===== config.mk =====
export PLATFORM = sky130hd
export DESIGN_NAME = prover_compute_h_seqmux
export DESIGN_NICKNAME = d
export VERILOG_FILES = /design/src/rtl/prover_compute_h_seqmux.sv
export SDC_FILE = /design/constraint.sdc
export NUM_CORES = 1
export LEC_CHECK = 0
export BUFFER_PORTS_ARGS = -buffer_cell sky130_fd_sc_hd__buf_4
export CORE_UTILIZATION = 50
export CTS_BUF_LIST = sky130_fd_sc_hd__clkbuf_4
export CTS_CLUSTER_DIAMETER = 150
export DETAILED_ROUTE_END_ITERATION = 8
export PLACE_DENSITY_LB_ADDON = 0.3
export SYNTH_ARGS = -nofsm -noshare
export SYNTH_HDL_FRONTEND = slang
export SYNTH_SLANG_ARGS = --single-unit

===== constraint.sdc =====
create_clock -name clk -period 15.4 [get_ports clk]
set_clock_uncertainty 0.05 [all_clocks]
set_input_delay 3.08 -clock clk [delete_from_list [all_inputs] [get_ports clk]]
set_output_delay 3.08 -clock clk [all_outputs]
set_load 0.05 [all_outputs]

===== src/rtl/prover_compute_h_seqmux.sv =====
// Captures nInputs field elements on an accepted start strobe, then streams them
// nOutputs per beat to the compute_h multiplier lanes under a valid/ready handshake.
module prover_compute_h_seqmux #(
  parameter int F_NBITS    = 16,
  parameter int nInputs    = 8,
  parameter int nOutputs   = 2,
  parameter int nGroups    = (nInputs + nOutputs - 1) / nOutputs,
  parameter int nCountBits = nGroups > 1 ? $clog2(nGroups) : 1
) (
  input  logic                         clk,
  input  logic                         rstb,
  input  logic                         en,
  input  logic [nInputs*F_NBITS-1:0]   vals_in,
  input  logic                         out_ready,
  output logic                         out_valid,
  output logic [nOutputs*F_NBITS-1:0]  vals_out,
  output logic [nCountBits-1:0]        count_out,
  output logic                         last_out,
  output logic                         ready,
  output logic                         ready_pulse
);

  localparam int NGroupsCalc    = (nOutputs > 0) ? (nInputs + nOutputs - 1) / nOutputs : 1;
  localparam int NCountBitsCalc = NGroupsCalc > 1 ? $clog2(NGroupsCalc) : 1;
  localparam logic [nCountBits-1:0] LastCount = nCountBits'(nGroups - 1);

  if (nInputs < 2) begin : g_err_ninputs_lt_2
    $error("prover_compute_h_seqmux: nInputs must be >= 2");
  end
  if (nOutputs < 1) begin : g_err_noutputs_lt_1
    $error("prover_compute_h_seqmux: nOutputs must be >= 1");
  end
  if (nOutputs > nInputs) begin : g_err_noutputs_gt_ninputs
    $error("prover_compute_h_seqmux: nOutputs must not exceed nInputs");
  end
  if (nGroups != NGroupsCalc || nCountBits != NCountBitsCalc) begin : g_err_derived_override
    $error("prover_compute_h_seqmux: nGroups/nCountBits are derived and must not be overridden");
  end

  typedef enum logic {S_IDLE, S_RUN} state_t;

  state_t               state_q;
  logic [nCountBits-1:0] count_q;
  logic [F_NBITS-1:0]   stored_q [nInputs];
  logic                 ready_pulse_q;

  // NOTE: the capture array is reset too, so vals_out is a known zero after reset
  // and no stale operand from an abandoned transaction can leak out later.
  always_ff @(posedge clk) begin
    if (!rstb) begin
      state_q       <= S_IDLE;
      count_q       <= '0;
      ready_pulse_q <= 1'b0;
      for (int i = 0; i < nInputs; i++) stored_q[i] <= '0;
    end else begin
      ready_pulse_q <= 1'b0;
      case (state_q)
        S_IDLE: begin
          if (en) begin
            for (int i = 0; i < nInputs; i++) stored_q[i] <= vals_in[i*F_NBITS +: F_NBITS];
            count_q <= '0;
            state_q <= S_RUN;
          end
        end
        S_RUN: begin
          if (out_ready) begin
            if (count_q == LastCount) begin
              count_q       <= '0;
              state_q       <= S_IDLE;
              ready_pulse_q <= 1'b1;
            end else begin
              count_q <= count_q + 1'b1;
            end
          end
        end
        default: state_q <= S_IDLE;
      endcase
    end
  end

  // Per-lane, per-group source table; slots past nInputs are constant zero padding.
  logic [F_NBITS-1:0] lane_src [nOutputs][nGroups];

  for (genvar j = 0; j < nOutputs; j++) begin : g_lane
    for (genvar g = 0; g < nGroups; g++) begin : g_grp
      if (g * nOutputs + j < nInputs) begin : g_data
        assign lane_src[j][g] = stored_q[g*nOutputs + j];
      end else begin : g_pad
        assign lane_src[j][g] = '0;
      end
    end
  end

  // NOTE: every output of this block gets a default first so no latch is inferred
  // when no group matches count_q.
  always_comb begin
    vals_out = '0;
    if (state_q == S_RUN) begin
      for (int j = 0; j < nOutputs; j++) begin
        for (int g = 0; g < nGroups; g++) begin
          if (count_q == nCountBits'(g)) vals_out[j*F_NBITS +: F_NBITS] = lane_src[j][g];
        end
      end
    end
  end

  assign out_valid   = (state_q == S_RUN);
  assign ready       = (state_q == S_IDLE);
  assign ready_pulse = ready_pulse_q;
  assign count_out   = count_q;
  assign last_out    = (state_q == S_RUN) && (count_q == LastCount);

endmodule

==> out/metrics.cfg <==
[hold_path]
holdCritPathClass = flip-flop to flip-flop
hold_depth = 2

[sta]
rsz0062_at_grt = false
drv_slew = 0
finalHoldViolCount = 0
setup_violations = 0
tightest_slew_ns = 1.086
fin_crit_sh = 0.3802
fmax_mhz = 170.8
fin_crit_ns = 5.856
fin_tns_setup_ns = 0
hold_slack_ns = 0.4754
slew_headroom = 0.2749

[global_route]
track_usage = 0.2309
antenna_found_initial = 0
grt_first_pass_wirelength_um = 21580
grt_overflow_total = 0
grt_max_degree = 97
grt_pass1_vias = 4135

[yosys]
synth.top_cell.area_share = 0.6486
netlist_area_um2 = 5926
synth-seq-cells = 132
postSynthAreaPerCell_um2 = 13.20
synth_cells = 449
ys_seq_area_frac = 0.6622
synth.most_common_cell = edfxtp_1
ys.flop_type = edfxtp_1
synth-async-reset-ratio = 0
synth_top_area_cell = edfxtp_1
synthTopCellsByArea = edfxtp_1, and2_1, and2_4
yosysUniqueCellTypes = 26
synth_edf_count = 128
syn_nets = 585
yosys-top-cells-count = edfxtp_1, and2_1, and2_4
yosysWarnings = 0

[setup_path]
rr_worst_depth = 4
critPathRequiredTime_ns = 12.27
path_max_fanout = 32
critPathCaptureType = output pin
critPathArrivalTime_ns = 2.73
path_class = flip-flop to output pin
worst_setup_path_start_kind = flip-flop

[power_and_ir_drop]
p_per_area_nw_per_um2 = 97.95
p_leak_nw = 3.042
peakVddDrop_mv = 0.08758

[route]
avgViaCountPerCell = 5.360
drc = 0
vias = 4084
drt_iter0_drc = 313
dr.pass1.iters = 4
wl_um = 13510
antenna_left = 0
wl_per_cell_um = 17.73

[final_layout]
drive_above_1_share = 0.4006
antenna_cells = 0
nets = 742
syn2layout_area_growth_pct = 25.95

[cts]
clkSlewWorstSetupHoldPaths_ns = 0.10
cts_tree = yes
h-tree-depth = 4
clk_latency_ns = 0.52
numCtsBuffers = 17
cts_sinks = 132
clockBufferDepth = 2
cts_hold_buf = 0
root_buffer = clkbuf_4
post-cts-setup-buffers = 0
cts-resized-gates = 0

[floorplan]
die_height_um = 110.9
fp.dieW_um = 110.9
die_area_um2 = 12290
start_util = 0.5167
core_area_um2 = 11470
rows = 39
ios = 170

[placement]
gp_congestion = 0.7704
dp_hpwl_um = 8235
io_buffers = 169

[job]
drv_cap = 0

[outcome]
run_status = completed

-- sequential cells by signal, summed over array words and instances, names as in the netlist --
signal,count
out_valid,1
count_out,2
stored_q,128
ready_pulse,1
-- per-stage QoR --
step | cell area (µm²) | total power [mW] | setup WS [ns] | cells | util
2_1_floorplan | 5926 | 0.5022 | 2.518 | 449 | -
3_3_place_gp | 7228 | 0.5378 | 10.17 | 730 | 0.6303
3_5_place_dp | 7228 | 0.5406 | 10.07 | 730 | 0.6303
4_1_cts | 7463 | 0.7394 | 9.474 | 762 | 0.6508
5_1_grt | 7463 | 0.7629 | 9.218 | 762 | 0.6508
6_report | 7463 | 0.7310 | 9.544 | 762 | 0.6508
-- area by class of cell --
| class | count | area (µm²) |
|---|---|---|
| Tap cell | 143 | 178.9 |
| Inverter | 5 | 18.77 |
| Timing Repair Buffer | 175 | 1314 |
| Multi-Input combinational cell | 275 | 1793 |
| Sequential cell | 132 | 3924 |
| Fill cell | 879 | 4004 |
| Clock inverter | 13 | 92.59 |
| Clock buffer | 19 | 142.6 |
-- power by group --
group / switching, mW / total, mW / internal [mW]
sequential: 0.00753 / 0.431 / 0.423
combinational: 0.0550 / 0.101 / 0.0455
clock: 0.120 / 0.200 / 0.0797
total: 0.183 / 0.731 / 0.548
-- layout by cell type, fill, tap and decap left out, types with 2 or more instances in the layout --
master,instances
a221oi_1,32
and2_1,89
and2_4,40
buf_4,175
clkbuf_4,19
clkinv_1,4
clkinv_2,5
clkinvlp_4,3
dfxtp_1,4
edfxtp_1,128
ha_1,4
inv_1,4
nand2_1,32
nand3_1,2
nor2b_1,2
o21ai_0,35
o21ai_1,30
-- critical path, cell delays in order, from the launching register on --
cell     delay, ns
dfxtp_1       0.41
inv_1         0.10
ha_1          0.22
inv_1         0.78
o21ai_0       0.21
o21ai_1       0.23
buf_4         0.24
-- routing by layer --
metal | vias up | track usage | wire [µm] | part of all wire
li1 | 1945 | - | - | -
met2 | 178 | 0.3739 | 6718 | 0.50
met5 | - | 0 | 0 | 0
met1 | 1951 | 0.2991 | 5501 | 0.41
met3 | 10 | 0.07654 | 1199 | 0.089
met4 | 0 | 0.06044 | 87 | 0.0064
-- path summary, 6_finish.rpt --
check                           slack (ns)         start         endpoint
worst min register to register        0.48  count_out[0]     count_out[0]
worst min-delay path                  0.48  count_out[0]     count_out[0]
worst max-delay path                  9.54  count_out[0]     vals_out[13]
worst max register to register       13.47     out_valid  stored_q[0][14]
-- kinds of logic (layout without fill, tap and decap cells) --
kind of cell | count (synthesis) | after routing | synth area share
AOI/OAI and AO/OA | 101 | 101 | 0.1068
adders and majority gates | 4 | 4 | 0.008446
muxes | 1 | 1 | 0.001689
DFF | 132 | 132 | 0.6622
and+or+nand+nor | 169 | 169 | 0.1826
buffers and inverters | 42 | 212 | 0.03822
(Power assumes the default switching activity.)
